==> config.mk <==
export PLATFORM = sky130hd
export DESIGN_NAME = alarm_ring_controller
export DESIGN_NICKNAME = d
export VERILOG_FILES = /design/src/rtl/clock_pkg.sv /design/src/rtl/alarm_ring_controller_time_add.sv /design/src/rtl/alarm_ring_controller.sv
export SDC_FILE = /design/constraint.sdc
export NUM_CORES = 1
export LEC_CHECK = 0
export ABC_AREA = 1
export BUFFER_PORTS_ARGS = -buffer_cell sky130_fd_sc_hd__buf_2
export CORE_ASPECT_RATIO = 0.6
export CORE_MARGIN = 2
export CORE_UTILIZATION = 45
export CTS_CLUSTER_DIAMETER = 100
export DETAILED_ROUTE_END_ITERATION = 6
export PLACE_DENSITY = 0.69
export SYNTH_ARGS = -nofsm -noshare
export SYNTH_HDL_FRONTEND = slang
export SYNTH_HIERARCHICAL = 1
export SYNTH_SLANG_ARGS = --single-unit
==> constraint.sdc <==
create_clock -name clk -period 4.45 [get_ports clk]
set_input_delay 0.445 -clock clk [delete_from_list [all_inputs] [get_ports clk]]
set_output_delay 0.445 -clock clk [all_outputs]
set_load 0.05 [all_outputs]
==> src/rtl/clock_pkg.sv <==
// Shared types and time constants for the digital clock blocks.
// Imported by the alarm ring controller and the time-add helper.
package clock_pkg;

  localparam int HOURS_W       = 5;
  localparam int MIN_W         = 6;
  localparam int HOURS_PER_DAY = 24;
  localparam int MIN_PER_HOUR  = 60;

  typedef enum logic [1:0] {
    IDLE    = 2'd0,
    RINGING = 2'd1,
    SNOOZED = 2'd2
  } state_e;

endpackage

==> src/rtl/alarm_ring_controller_time_add.sv <==
// Combinational hh:mm + ADD_MIN minutes, with wrap at the hour and at midnight.
// Kept free of alarm specifics so the set-time datapath can reuse it.
module time_add_minutes
  import clock_pkg::*;
#(
  parameter int ADD_MIN = 5
) (
  input  logic [HOURS_W-1:0] hours_i,
  input  logic [MIN_W-1:0]   minutes_i,
  output logic [HOURS_W-1:0] hours_o,
  output logic [MIN_W-1:0]   minutes_o
);

  logic [6:0]         min_sum;
  logic [6:0]         min_wrapped;
  logic [HOURS_W-1:0] hours_inc;

  always_comb begin
    min_sum     = {1'b0, minutes_i} + 7'(ADD_MIN);
    min_wrapped = min_sum - 7'(MIN_PER_HOUR);
    hours_inc   = hours_i + 5'd1;
    hours_o     = hours_i;
    minutes_o   = min_sum[MIN_W-1:0];
    if (min_sum >= 7'(MIN_PER_HOUR)) begin
      minutes_o = min_wrapped[MIN_W-1:0];
      // 23 + 1 lands on 24, which is midnight of the next day
      hours_o   = (hours_inc == 5'(HOURS_PER_DAY)) ? '0 : hours_inc;
    end
  end

endmodule

==> src/rtl/alarm_ring_controller.sv <==
// Alarm sequencing: match detect, ring timeout, snooze re-scheduling and dismiss.
// Outputs are registered copies of the next state so the buzzer moves on the decision edge.
module alarm_ring_controller
  import clock_pkg::*;
#(
  parameter int RING_TIMEOUT_S = 60,
  parameter int SNOOZE_MIN     = 5,
  parameter int MAX_SNOOZES    = 3
) (
  input  logic               clk,
  input  logic               rst,
  input  logic               tick_1hz,
  input  logic [HOURS_W-1:0] normal_hours,
  input  logic [MIN_W-1:0]   normal_minutes,
  input  logic [HOURS_W-1:0] alarm_hours,
  input  logic [MIN_W-1:0]   alarm_minutes,
  input  logic               on_off_alarm,
  input  logic               set_alarm_en,
  input  logic               snooze_button,
  input  logic               stop_button,
  output logic               alarm_sound,
  output logic               snooze_active,
  output logic [1:0]         snooze_count,
  output logic [HOURS_W-1:0] snooze_hours,
  output logic [MIN_W-1:0]   snooze_minutes
);

  localparam logic [5:0] RING_LAST = 6'(RING_TIMEOUT_S - 1);
  localparam logic [1:0] SNZ_MAX   = 2'(MAX_SNOOZES);

  state_e             state_q, state_d;
  logic               alarm_sound_q, alarm_sound_d;
  logic               snooze_active_q, snooze_active_d;
  logic [1:0]         snooze_count_q, snooze_count_d;
  logic [HOURS_W-1:0] snooze_hours_q, snooze_hours_d;
  logic [MIN_W-1:0]   snooze_minutes_q, snooze_minutes_d;
  logic [5:0]         ring_sec_q, ring_sec_d;
  logic               armed_q, armed_d;
  logic               snooze_prev_q, stop_prev_q;

  logic               match, snooze_match, abort, enter_ring;
  logic               snooze_edge, stop_edge;
  logic [HOURS_W-1:0] resched_hours;
  logic [MIN_W-1:0]   resched_minutes;

  time_add_minutes #(.ADD_MIN(SNOOZE_MIN)) u_snooze_add (
    .hours_i   (normal_hours),
    .minutes_i (normal_minutes),
    .hours_o   (resched_hours),
    .minutes_o (resched_minutes)
  );

  always_comb begin
    match        = (normal_hours == alarm_hours) && (normal_minutes == alarm_minutes);
    snooze_match = (normal_hours == snooze_hours_q) && (normal_minutes == snooze_minutes_q);
    snooze_edge  = snooze_button && !snooze_prev_q;
    stop_edge    = stop_button && !stop_prev_q;
    abort        = !on_off_alarm || set_alarm_en;

    state_d          = state_q;
    snooze_count_d   = snooze_count_q;
    snooze_hours_d   = snooze_hours_q;
    snooze_minutes_d = snooze_minutes_q;
    ring_sec_d       = ring_sec_q;
    enter_ring       = 1'b0;

    if (abort) begin
      state_d        = IDLE;
      snooze_count_d = '0;
    end else begin
      case (state_q)
        IDLE: begin
          if (match && armed_q) begin
            state_d        = RINGING;
            ring_sec_d     = '0;
            snooze_count_d = '0;
            enter_ring     = 1'b1;
          end
        end
        RINGING: begin
          if (stop_edge) begin
            state_d        = IDLE;
            snooze_count_d = '0;
          end else if (snooze_edge && (snooze_count_q < SNZ_MAX)) begin
            state_d          = SNOOZED;
            snooze_count_d   = snooze_count_q + 2'd1;
            snooze_hours_d   = resched_hours;
            snooze_minutes_d = resched_minutes;
          end else if (tick_1hz) begin
            if (ring_sec_q == RING_LAST) begin
              state_d        = IDLE;
              snooze_count_d = '0;
            end else begin
              ring_sec_d = ring_sec_q + 6'd1;
            end
          end
        end
        SNOOZED: begin
          if (stop_edge) begin
            state_d        = IDLE;
            snooze_count_d = '0;
          end else if (snooze_match) begin
            state_d    = RINGING;
            ring_sec_d = '0;
            enter_ring = 1'b1;
          end
        end
        default: state_d = IDLE;
      endcase
    end

    // Re-arm only once the alarm minute has passed: one trigger per matching minute
    armed_d         = enter_ring ? 1'b0 : (armed_q || !match);
    alarm_sound_d   = (state_d == RINGING);
    snooze_active_d = (state_d == SNOOZED);
  end

  always_ff @(posedge clk) begin
    if (!rst) begin
      state_q          <= IDLE;
      alarm_sound_q    <= 1'b0;
      snooze_active_q  <= 1'b0;
      snooze_count_q   <= '0;
      snooze_hours_q   <= '0;
      snooze_minutes_q <= '0;
      ring_sec_q       <= '0;
      armed_q          <= 1'b0;
      snooze_prev_q    <= 1'b0;
      stop_prev_q      <= 1'b0;
    end else begin
      state_q          <= state_d;
      alarm_sound_q    <= alarm_sound_d;
      snooze_active_q  <= snooze_active_d;
      snooze_count_q   <= snooze_count_d;
      snooze_hours_q   <= snooze_hours_d;
      snooze_minutes_q <= snooze_minutes_d;
      ring_sec_q       <= ring_sec_d;
      armed_q          <= armed_d;
      snooze_prev_q    <= snooze_button;
      stop_prev_q      <= stop_button;
    end
  end

  assign alarm_sound    = alarm_sound_q;
  assign snooze_active  = snooze_active_q;
  assign snooze_count   = snooze_count_q;
  assign snooze_hours   = snooze_hours_q;
  assign snooze_minutes = snooze_minutes_q;

endmodule

### Word level (Yosys, flattened, before mapping)

Index checks and enable logic that the tools add are counted.

* bits in registers: 26
* latch bits: 0
* RAM bits: 0
* memory bits (read-only): 0
* input port bits: 29
* output and inout bits: 15
* logic and storage cells: 91
* memories kept: 0

* add/subtract/negate cells: 5
* $mul: 0
* divide/modulo/power cells: 0
* $lt $le $gt $ge: 2
* eq/ne operators: 20
* shift operators: 0
* muxes and demuxes: 32
* bitwise gates (word level): 3
* reduce and logical (&&, ||, !) cells: 19

Operator list (number)
* 6-bit two-way mux: 8
* 2-bit two-way mux: 14
* 6-bit case mux with 3 select lines: 1
* 2-bit != test (second input constant): 8
* 6-bit equality test: 2
* 2-bit case mux with 3 select lines: 2
* 5-bit equality test: 2
* 5-bit two-way mux: 2
* 9-bit AND reduction: 1
* 4-bit != test (second input constant): 2
* 6-bit by 3-bit adder with 7-bit output (second input constant): 1
* 7-bit by 6-bit >= comparator with 1-bit output (second input constant): 1
* 6-bit by 1-bit adder with 6-bit output (second input constant): 1
* 6-bit equality test (second input constant): 1
* 1-bit logical AND: 6
* 6-bit subtractor (second input constant): 1
* 5-bit by 1-bit adder with 5-bit output (second input constant): 1
* 5-bit equality test (second input constant): 1
* 5-bit AND reduction: 1
* 2-bit by 1-bit equality test with 1-bit output (second input constant): 2
* 2-bit equality test (second input constant): 2
* 1-bit zero test: 4
* 1-bit two-way mux: 4
* 4-bit AND reduction: 1
* other kinds (8): 12

### Longest topological paths before layout

* word-level depth: 8
* mapped depth: 14
* gate-level depth less buffers: 14

### Modules after synthesis

The synthesis kept the hierarchy.

By module, submodules not included
* alarm_ring_controller: times used 1, cells an instance 257, area each 1627.8 µm², seq. area each 520.5 µm²
* time_add_minutes: times used 1, cells an instance 76, area each 473.0 µm², seq. area each 0.0 µm²

### Least setup slack after synthesis

Ideal clock, no wire load.

* path kind: input-to-reg
* from: in normal_minutes[0]
* to: reg snooze_hours_q[2] (netlist: snooze_hours[2])
* setup time: 0.070 ns
* arrival time: 1.792 ns
* data required time: 4.380 ns
* path slack: 2.588 ns
* stages: 13
* buffers on the path: 0
* cells stage by stage: ha_1 inv_1 nand2_2 nand2_1 ha_1 nand2_1 nor2_4 nand2_4 nand3_4 nand2_1 nand2_1 o21ai_0 a21oi_1

* longest elaborated chain between the ends: 3

RTL lines
* start: declaration: line alarm_ring_controller.sv:14 `input logic [MIN_W-1:0] normal_minutes,`
* 6-bit by 3-bit adder with 7-bit output: line alarm_ring_controller_time_add.sv:19 `min_sum = {1'b0, minutes_i} + 7'(ADD_MIN);`
* 7-bit by 6-bit >= comparator with 1-bit output: line alarm_ring_controller_time_add.sv:24 `if (min_sum >= 7'(MIN_PER_HOUR)) begin`
* 5-bit two-way mux: line alarm_ring_controller_time_add.sv:24
* net resched_hours[2]: line alarm_ring_controller.sv:43 `logic [HOURS_W-1:0] resched_hours;`
* end signal: assignment: line alarm_ring_controller.sv:135 `snooze_hours_q <= snooze_hours_d;`
* end: declaration: line alarm_ring_controller.sv:35 `logic [HOURS_W-1:0] snooze_hours_q, snooze_hours_d;`

The timed path passes the listed nets, and every way through them passes these cells.
A chain may end at the register's enable or synchronous reset.

### Worst setup path in the final report

* from: in normal_minutes[0]
* to: reg snooze_hours_q[0] (netlist: snooze_hours[0])

Same word-level chain as after synthesis.

==> run_results.csv <==
group,metric,value,unit
floorplan,core-area,4540,sq um
place,dp_hpwl,3830,microns
worst_setup_path,crit_path_start_kind,"primary input",
synth,yosys_warnings,6,
floorplan,pin_count,44,
detailed_routing,wl_met3,419,microns
floorplan,row_count,19,
job,cap_viol_max_count,0,
finish,drive_gt1_share,19.5,%
power_and_ir_drop,p_leak,0.00124,uW
worst_setup_path,critPathRequiredTime,4650,ps
clock_network,cts_buffer_depth,2,
floorplan,start_util,46.3,%
timing,fin_ws,2470,ps
detailed_routing,ant_nets,0,
place,place_congestion,0.891,
detailed_routing,dr_total_vias,2097,
min_path,hold_class,"primary input to register",
timing,rsz0062_at_grt,"false",
detailed_routing,met1_length,2630,microns
grt,gr-total-overflow,0,
worst_setup_path,cp.arrival,2170,ps
synth,syn_area,2100,sq um
finish,instances_no_fill,437,
worst_setup_path,r2r-start,"snooze_minutes[4]$_SDFFE_PN0P_",
timing,fin_crit_sh,44.4,%
clock_network,cts_resized,0,
finish,antenna_cells,0,
timing,fmax,0.506,GHz
timing,fin_worst_skew,11.2,ps
detailed_routing,topRoutingLayerUsed,"met4",
clock_network,post_cts_buffers,0,
timing,report.final.slew_viol_count,0,
place,placed_area,2340,sq um
synth,ys_seq_elements,26,
detailed_routing,drc_errors,0,
detailed_routing,dr_wl_met2,1810,microns
detailed_routing,wl,4880,microns
worst_setup_path,reg2reg_slack,2660,ps
finish,fin_area,2390,sq um
grt,grt_antenna_before_repair,0,
clock_network,root_buffer,"clkbuf_8",
synth,ys_types,30,
timing,setup_tns,0,ps
detailed_routing,wl_per_cell,11.2,microns
min_path,min_from,"stop_button",
grt,grt_max_degree,23,
power_and_ir_drop,peakVddDrop,0.000133,V
power_and_ir_drop,power_density,209,nW/um^2
worst_setup_path,critPathKind,"primary input to register",
floorplan,chipHeight,56.9,microns
worst_setup_path,reg2reg_to,"ring_sec_q[3]$_SDFFE_PN0P_",
place,port_buffers,43,
min_path,holdPathEnd,"stop_prev_q$_SDFF_PN0_",
worst_setup_path,crit_path_end_kind,"register",
finish,synthToLayoutAreaGrowth,14.0,%
worst_setup_path,path_max_fanout,9,
clock_network,h-tree-depth,1,
synth,syn_nets,369,
place,dp_cells,433,
timing,finalHoldViolations,0,
worst_setup_path,path_delay_family,"simple AND/OR/NAND/NOR gates",
place,dp_slack,2200,ps
clock_network,path_clk_slew,90,ps
worst_setup_path,cp_cell_sequence,"buf_2, ha_1, inv_1, nand2_2, nand2_1, ha_1, nand2_1, nor2_4, nand2_4, nand3_4, nand2_1, nand2_1, o21ai_1, a21oi_1",
floorplan,die_area,5250,sq um
detailed_routing,viasPerCell,4.80,
timing,min_period,1980,ps
timing,slew_headroom,62.9,%
floorplan,die_w,92.2,microns
synth,yosysSeqAreaShare,24.8,%
worst_setup_path,path_buf_inv,2,
clock_network,insertion_delay,280,ps
worst_setup_path,worstRegToRegCells,10,
worst_setup_path,slowest_stage,"ha_1",
worst_setup_path,cpPeakStageDelay,240,ps
clock_network,clock-sinks,26,
synth,avgSynthCellArea,6.31,sq um
detailed_routing,first_pass_iters,4,
timing,worst_slew_pin_slew,557,ps
grt,grt_pass1_vias,1791,
run_status,status,"completed",
min_path,holdPathStages,3,
worst_setup_path,cp_common_cell,"nand2_1",
clock_network,hold_buffers,0,
clock_network,cts_tree,"yes",
clock_network,cts_made_buffers,3,
grt,track_usage,19.6,%
grt,grt_pass1_wl,8200,microns
synth,syn_inst,333,
timing,setup_violations,0,
detailed_routing,dr.first_iter.drc_count,111,
finish,nets,411,
[placed cells by master (no fill, tap or decap)]
master    Yosys  routed
o21ai_1       6       6
a21oi_2       2       2
dfxtp_1      26      26
nand3_2       2       2
nand3b_1      1       1
nand2_1      96      96
xor2_1        3       3
or2_2         1       1
o21ai_0      10      10
o21bai_1      1       1
xnor2_1      11      11
nand4_1      12      12
clkbuf_8      0       4
ha_1          7       7
nor2_4        3       3
nand3_1      16      16
inv_2         3       3
nor3_1        2       2
nand4_2       1       1
buf_2         1      43
nand3_4       3       3
nor2_2        3       3
a21boi_0      2       2
nand2_2       4       4
inv_1        56      56
a21oi_1      25      25
nor2_1       27      27
nand2_4       4       4
[cell type report]
class / count / area [sq um]
inverter: 59 / 221
fill: 475 / 2150
timing repair buffer: 43 / 215
multi-input combinational: 242 / 1300
sequential: 26 / 520
tap: 63 / 78.8
clock buffer: 4 / 55.1
[power breakdown]
group / switching [uW] / internal [uW]
logic: 66.4 / 40.6
clock network: 79.8 / 79.2
registers: 0.668 / 234
[tightest hold or removal path: cells and delay by family]
kind	cells	cell delay [ps]
buf+inv	2	130
simple gates	1	40
[how the worst max path moves through the flow]
| stage | startpoint | end | cells after the start |
|---|---|---|---|
| after global routing | normal_minutes[0] | snooze_hours[4]$_SDFFE_PN0P_ | 14 |
| after CTS | normal_minutes[0] | snooze_hours[0]$_SDFFE_PN0P_ | 14 |
| after global placement | normal_minutes[0] | snooze_hours[2]$_SDFFE_PN0P_ | 14 |
| after detailed placement | normal_minutes[0] | snooze_hours[1]$_SDFFE_PN0P_ | 14 |
| final | normal_minutes[0] | snooze_hours[0]$_SDFFE_PN0P_ | 14 |
| after floorplan | normal_minutes[0] | snooze_hours[2]$_SDFFE_PN0P_ | 13 |
[cell usage after synthesis]
library cell	n	area share (%)
inv_2	3	0.54
nand4_2	1	0.60
a21boi_0	2	0.71
nand2_2	4	1.2
buf_12	1	0.95
nand4_1	12	3.6
ha_1	7	4.2
clkbuf_1	2	0.36
o21ai_1	6	1.4
nor2_1	27	4.8
nand3_4	3	2.5
nand3_1	16	3.8
nand2_4	4	2.1
xor2_1	3	1.3
a21oi_2	2	0.83
a21oi_1	25	6.0
nor3_1	2	0.48
or2_2	1	0.30
dfxtp_1	26	25
buf_6	2	1.1
nand2_1	96	17
o21ai_0	10	2.4
nor2_2	3	0.89
buf_2	1	0.24
nand3_2	2	0.95
nor2_4	3	1.6
o21bai_1	1	0.36
inv_1	56	10
nand3b_1	1	0.36
xnor2_1	11	4.6
[layer usage]
layer / GRT usage, % / vias up
met5: 0 / -
li1: - / 1128
met1: 31.0 / 902
met2: 27.3 / 65
met3: 4.03 / 2
met4: 3.62 / 0
[state kept, by name (all words and copies together), names as in the netlist]
| register | flops |
|---|---|
| ring_sec_q | 6 |
| snooze_minutes | 6 |
| snooze_hours | 5 |
| snooze_count | 2 |
| state_q | 2 |
| alarm_sound | 1 |
| armed_q | 1 |
| snooze_active | 1 |
| snooze_prev_q | 1 |
| stop_prev_q | 1 |
[cells by family (layout without fill, tap and decap cells)]
kind of cell	count (synthesis)	in the layout	synth area share (%)
AO/OA/AOI/OAI	46	46	11.7
XOR/XNOR	14	14	5.84
adder cells (fa/ha/maj)	7	7	4.17
buffers and inverters	65	106	13.2
flip-flops	26	26	24.8
AND/OR/NAND/NOR	175	175	40.4
[per-stage QoR]
stage	total power (uW)	hold slack [ps]	util [%]
2_1_floorplan	310	472	-
3_5_place_dp	346	468	51.5
6_report	501	367	52.7
5_1_grt	530	388	52.7
3_3_place_gp	345	460	51.5
4_1_cts	504	359	52.7
No activity file was read; power rests on OpenSTA's default activity.
